===== src/rtl/register_unpipe.sv =====
// Parallel-in/serial-out: accepts a packed vector of numPipeStage words
// and replays it one word per accepted beat on a valid/ready stream.
//
// Parameters:
//   width         bits per word
//   numPipeStage  words per vector (2..256)
//
// Ports:
//   clk        rising-edge clock
//   rst        asynchronous active-low reset
//   din        packed input vector, word k at [width*k +: width]
//   in_valid   din valid
//   in_ready   vector accepted when in_valid && in_ready
//   dout       current output word
//   out_valid  dout valid
//   out_ready  downstream accepts dout
//   out_last   dout is the final beat of its vector
//   out_idx    slice index of the word on dout
//
// Build option: REGISTER_UNPIPE_OLDEST_FIRST_EN emits the highest slice
// first (oldest-first replay of a register-pipe tap vector).
module register_unpipe #(
  parameter int width        = 32,
  parameter int numPipeStage = 6
) (
  input  logic                              clk,
  input  logic                              rst,
  input  logic [numPipeStage*width-1:0]     din,
  input  logic                              in_valid,
  output logic                              in_ready,
  output logic [width-1:0]                  dout,
  output logic                              out_valid,
  input  logic                              out_ready,
  output logic                              out_last,
  output logic [$clog2(numPipeStage)-1:0]   out_idx
);

  localparam int CW = $clog2(numPipeStage);
  localparam logic [CW-1:0] LAST = CW'(numPipeStage - 1);

  typedef enum logic {
    IDLE = 1'b0,
    SEND = 1'b1
  } state_e;

  state_e                      state_q, state_d;
  logic [CW-1:0]               cnt_q, cnt_d;
  logic [numPipeStage*width-1:0] shadow_q, shadow_d;

  logic          last_beat;
  logic          in_acc;
  logic          out_acc;
  logic [CW-1:0] sel;
  logic [width-1:0] words [numPipeStage];

  for (genvar k = 0; k < numPipeStage; k++) begin : g_words
    assign words[k] = shadow_q[width*k +: width];
  end

  assign last_beat = (cnt_q == LAST);
  assign out_valid = (state_q == SEND);
  assign out_last  = last_beat && out_valid;
  assign in_ready  = (state_q == IDLE) || (out_last && out_ready);
  assign in_acc    = in_valid && in_ready;
  assign out_acc   = out_valid && out_ready;

`ifdef REGISTER_UNPIPE_OLDEST_FIRST_EN
  assign sel = LAST - cnt_q;
`else
  assign sel = cnt_q;
`endif

  assign dout    = words[sel];
  assign out_idx = sel;

  always_comb begin
    state_d  = state_q;
    cnt_d    = cnt_q;
    shadow_d = shadow_q;
    if (out_acc) begin
      if (last_beat) begin
        state_d = IDLE;
      end else begin
        cnt_d = cnt_q + CW'(1);
      end
    end
    // A load in the same cycle as the last beat keeps SEND: no bubble.
    if (in_acc) begin
      shadow_d = din;
      cnt_d    = '0;
      state_d  = SEND;
    end
  end

  always_ff @(posedge clk or negedge rst) begin
    if (!rst) begin
      state_q  <= IDLE;
      cnt_q    <= '0;
      shadow_q <= '0;
    end else begin
      state_q  <= state_d;
      cnt_q    <= cnt_d;
      shadow_q <= shadow_d;
    end
  end

endmodule


===== config.mk =====
export PLATFORM = sky130hd
export DESIGN_NAME = register_unpipe
export DESIGN_NICKNAME = d
export VERILOG_FILES = /design/src/rtl/register_unpipe.sv
export SDC_FILE = /design/constraint.sdc
export NUM_CORES = 1
export LEC_CHECK = 0
export CAP_MARGIN = 20
export CORE_MARGIN = 10
export CORE_UTILIZATION = 40
export DETAILED_ROUTE_END_ITERATION = 10
export GPL_TIMING_DRIVEN = 0
export HOLD_SLACK_MARGIN = 0.15
export PLACE_DENSITY = 0.68
export SLEW_MARGIN = 0
export SYNTH_ARGS = -nofsm -noshare
export SYNTH_HDL_FRONTEND = slang
export SYNTH_SLANG_ARGS = --single-unit

===== constraint.sdc =====
create_clock -name clk -period 3.16 [get_ports clk]
set_input_delay 0.79 -clock clk [delete_from_list [all_inputs] [get_ports clk]]
set_output_delay 0.79 -clock clk [all_outputs]
set_load 0.02 [all_outputs]

**After elaboration in Yosys (flattened, before gate mapping)**

Cells that the tools add are included.

- Bits in registers: 196
- Input port bits: 196
- Output and inout bits: 38

- Add/sub/neg operators: 1
- $lt $le $gt $ge: 1
- Equal/unequal tests: 2
- Muxes and demuxes: 9
- Bitwise operators: 2
- Reductions and logical operators: 9

Operator list:

| kind | number |
|---|---|
| $bmux W32 S3 | 1 |
| $mux W32 | 2 |
| $mux W3 | 3 |
| $ge A4 B4 Y1 const B | 1 |
| $logic_and A1 B1 Y1 | 4 |
| $not A3 Y4 | 1 |
| $reduce_and A2 Y1 | 2 |
| $reduce_bool A2 Y1 | 2 |
| $add A3 B1 Y3 const B | 1 |
| $eq A3 B3 Y1 const B | 1 |
| $mux W1 | 3 |
| $ne A2 B1 Y1 const B | 1 |
| $logic_or A1 B1 Y1 | 1 |
| $not A1 Y1 | 1 |

**Longest topological paths before layout**

- Depth in word-level cells: 7
- Depth in mapped cells: 8
- Depth with buffers taken out: 5

**Least setup slack after synthesis**

No wires, ideal clock.

- Path kind: register to output
- From: register cnt_q[1], in the netlist out_idx[1]
- To: output port dout[24]
- Arrival time: 1.592 ns
- Slack: 0.778 ns
- Cell stages (with the launch flop): 6
- Path buffers: 2
- Cell sequence: dfrtp_1 buf_2 buf_2 mux2_2 nand2_1 o221ai_1

- Cells in the longest elaborated chain, start to end: 4

RTL lines:

| what | line | source |
|---|---|---|
| from (decl) | 47 | `logic [CW-1:0] cnt_q, cnt_d;` |
| from (signal assigned) | 102 | `cnt_q <= cnt_d;` |
| $not A3 Y4 (not written as such) | 73 | `assign dout = words[sel];` |
| $bmux W32 S3 | 73 |  |
| $mux W32 (not written as such) (2 in a row) | 73 |  |
| to (decl) | 31 | `output logic [width-1:0] dout,` |

No other way between the ends. The select of a mux whose other input is x is not followed.

**Worst setup path in the final report**

- From: register cnt_q[1], in the netlist out_idx[1]
- To: output port dout[30]

Same word-level chain as after synthesis.

==> results.ini <==
[detailed_routing]
ant_nets = 0
drt_first_pass_iters = 4
drc = 0
wl_um = 25530
drt-wirelength-per-cell_um = 21.93
vias = 5905
viasPerCell = 5.073
drt_iter0_drc = 320

[global_route]
antenna_found_initial = 0
grtUsageTotal = 0.1749
grt_max_degree = 102
grt_pass1_wl_um = 38770
grt_overflow = 0
grt_pass1_vias = 6576

[yosys]
ys_types = 27
syn_avg_cell_area_um2 = 14.81
synth_edf_count = 0
synthCells = 614
synth.yosys.seq_area_share = 0.5394
ys_ff_latch = 196
synth_ff_type = dfrtp_1
synth_nets = 812
yosys_warnings = 0
ys_async_sr_fraction = 1.000
syn-cell-area_um2 = 9094

[clock_tree]
clk_latency_ps = 430
cts_tree = yes
post_cts_buffers = 0
htree_levels = 4
clock-root-buffer = clkbuf_16
clock-sinks = 196
clk_path_buf_depth = 2
holdBufCountCts = 0
cts.clk_slew.worst_paths_ps = 70
cts_buffers = 17

[setup_path]
max_stage_delay_ps = 430
crit_arrival_ps = 2240
crit_path_cell_trace = buf_4 > buf_4 > mux2_2 > nand2_1 > o221ai_1 > dlygate4sd2_1
r2r_start = out_idx[1]
cpMaxStageDelayCell = dfrtp_1
start_kind = flop
critPathMostFrequentCell = buf_4
worstSetupPathType = reg -> out
worst-path-buf-inv = 3
critPathCaptureType = output port
crit_path_max_fanout = 10
crit_required_ps = 2370
cp-startpoint = out_idx[1]
crit_family = buffers and inverters

[timing]
worst_slew_pin_slew_ps = 748.9
maxSlewHeadroom = 0.5008
drv_slew = 0
fmax_mhz = 330.0
min_period_ps = 3031
finalSetupViolCount = 0
fin_skew_ps = 14.85
hold_viol = 0
rsz0062_at_grt = no
min_period_over_period = 0.9591
fin_hold_ws_ps = 352.8

[pwr]
p_leak_uw = 0.005399
ir_worst_vdd_mv = 0.5119
p_total_uw = 11590
p_per_area_nw_per_um2 = 935.6

[finish]
area_growth_pct = 36.28
fin_util = 0.5507
drive_above_1_share = 0.2207
final_nets = 1065
fillCellCount = 1885
diodes = 0

[floorplan]
die_area_um2 = 29170
dieWidth_um = 170.8
ios = 234
core_area_um2 = 22500
initial_utilization = 0.4041
die_height_um = 170.8
placementRows = 55

[place]
dp_hpwl_um = 18880
gp_congestion = 0.7620
port_buffers = 233

[outcome]
run_status = finished, final reports clean

[run]
drv_cap = 0

[hold_path]
hp-class = in -> async

[metal layers]
metal | wire, um | track usage | vias up
li1 | - | - | 2752
met1 | 11010 | 0.2150 | 2963
met2 | 12130 | 0.2848 | 170
met3 | 2076 | 0.06475 | 20
met4 | 309 | 0.04348 | 0
met5 | 0 | 0 | -
[what timing repair did]
item / CTS / global route
setup endpoints to repair: 33 / 1
gates resized for setup: 57 / 1
endpoints found under the hold margin: 0 / 0
[metrics by stage]
step                      setup TNS [ps]  area [um2]  setup WS, ps  cells
after CTS                              0       12390         4.926   1164
after global placement          -1431040       11780         -7319   1132
after global routing                   0       12390         14.42   1164
final                                  0       12390         129.3   1164
after detailed placement          -857.4       11820        -99.98   1133
after floorplan                        0        9094         777.9    614
[cell usage in the layout, fill, tap and decap left out, types with 2 or more instances in the layout]
cell	Yosys	final
clkbuf_4	0	4
mux2i_1	65	65
o21ai_0	2	2
mux2_2	115	115
buf_6	2	2
dfrtp_1	196	196
nand2_1	35	35
buf_4	1	10
ha_1	2	2
inv_8	0	4
clkinv_4	0	6
dlygate4sd2_1	0	32
buf_8	7	8
clkbuf_8	0	2
buf_12	11	11
nand2b_1	2	2
clkbuf_16	0	17
buf_2	11	6
clkdlybuf4s50_1	0	199
clkbuf_2	0	3
mux2_1	110	110
o221ai_1	32	32
nand3_1	2	2
[final cells by class]
cell class	count	area, um2	area share
Clock buffer	19	452.9	0.03655
Timing Repair Buffer	234	2327	0.1878
Tap cell	285	356.6	0.02877
Multi-Input combinational cell	374	3736	0.3015
Clock inverter	12	113.9	0.009187
Buffer	43	498.0	0.04018
Sequential cell	196	4905	0.3958
Inverter	1	3.754	0.0003029
[cell families after synthesis]
| group | after synthesis | share of synthesized area |
|---|---|---|
| DFF | 196 | 0.5394 |
| buffers and inverters | 44 | 0.05008 |
| adders and majority gates | 2 | 0.002751 |
| AOI/OAI and AO/OA | 38 | 0.03674 |
| and+or+nand+nor | 44 | 0.02091 |
| muxes | 290 | 0.3502 |
[final timing paths]
check	slack, ps	to	depth (start not counted)
worst max-delay path	130	dout[30]	6
worst min-delay path	350	shadow_q[104]	1
worst max register to register	950	shadow_q[94]	8
worst min register to register	480	shadow_q[16]	1
max in group asynchronous	1830	shadow_q[86]	2
min in group clk	480	shadow_q[16]	1
[flip-flops by register name, indices dropped and copies added, names as in the netlist]
name and flops:
out_idx 3, out_valid 1, shadow_q 192
[worst register-to-register path, cell delays in order (launching register included)]
cell,delay [ps]
dfrtp_1,440
buf_4,210
inv_1,90
ha_1,240
nand3_2,130
a21boi_4,220
buf_6,230
buf_6,200
mux2_1,340
[power by group]
part	switching (uW)	internal [uW]	total (uW)
clock network	1040	1080	2120
registers	592	3740	4330
logic	2540	2610	5150
[Yosys cell counts, drive strengths merged (2+ instances only)]
library cell	number	area [um2]
mux2	225	2534
nand2b	2	12.51
mux2i	65	650.6
buf	36	425.4
dfrtp	196	4905
o21ai	2	10.01
clkbuf	7	26.28
ha	2	25.02
o221ai	32	280.3
nand3	3	20.02
nand2	35	131.4
No activity file was read; power rests on OpenSTA's default activity.
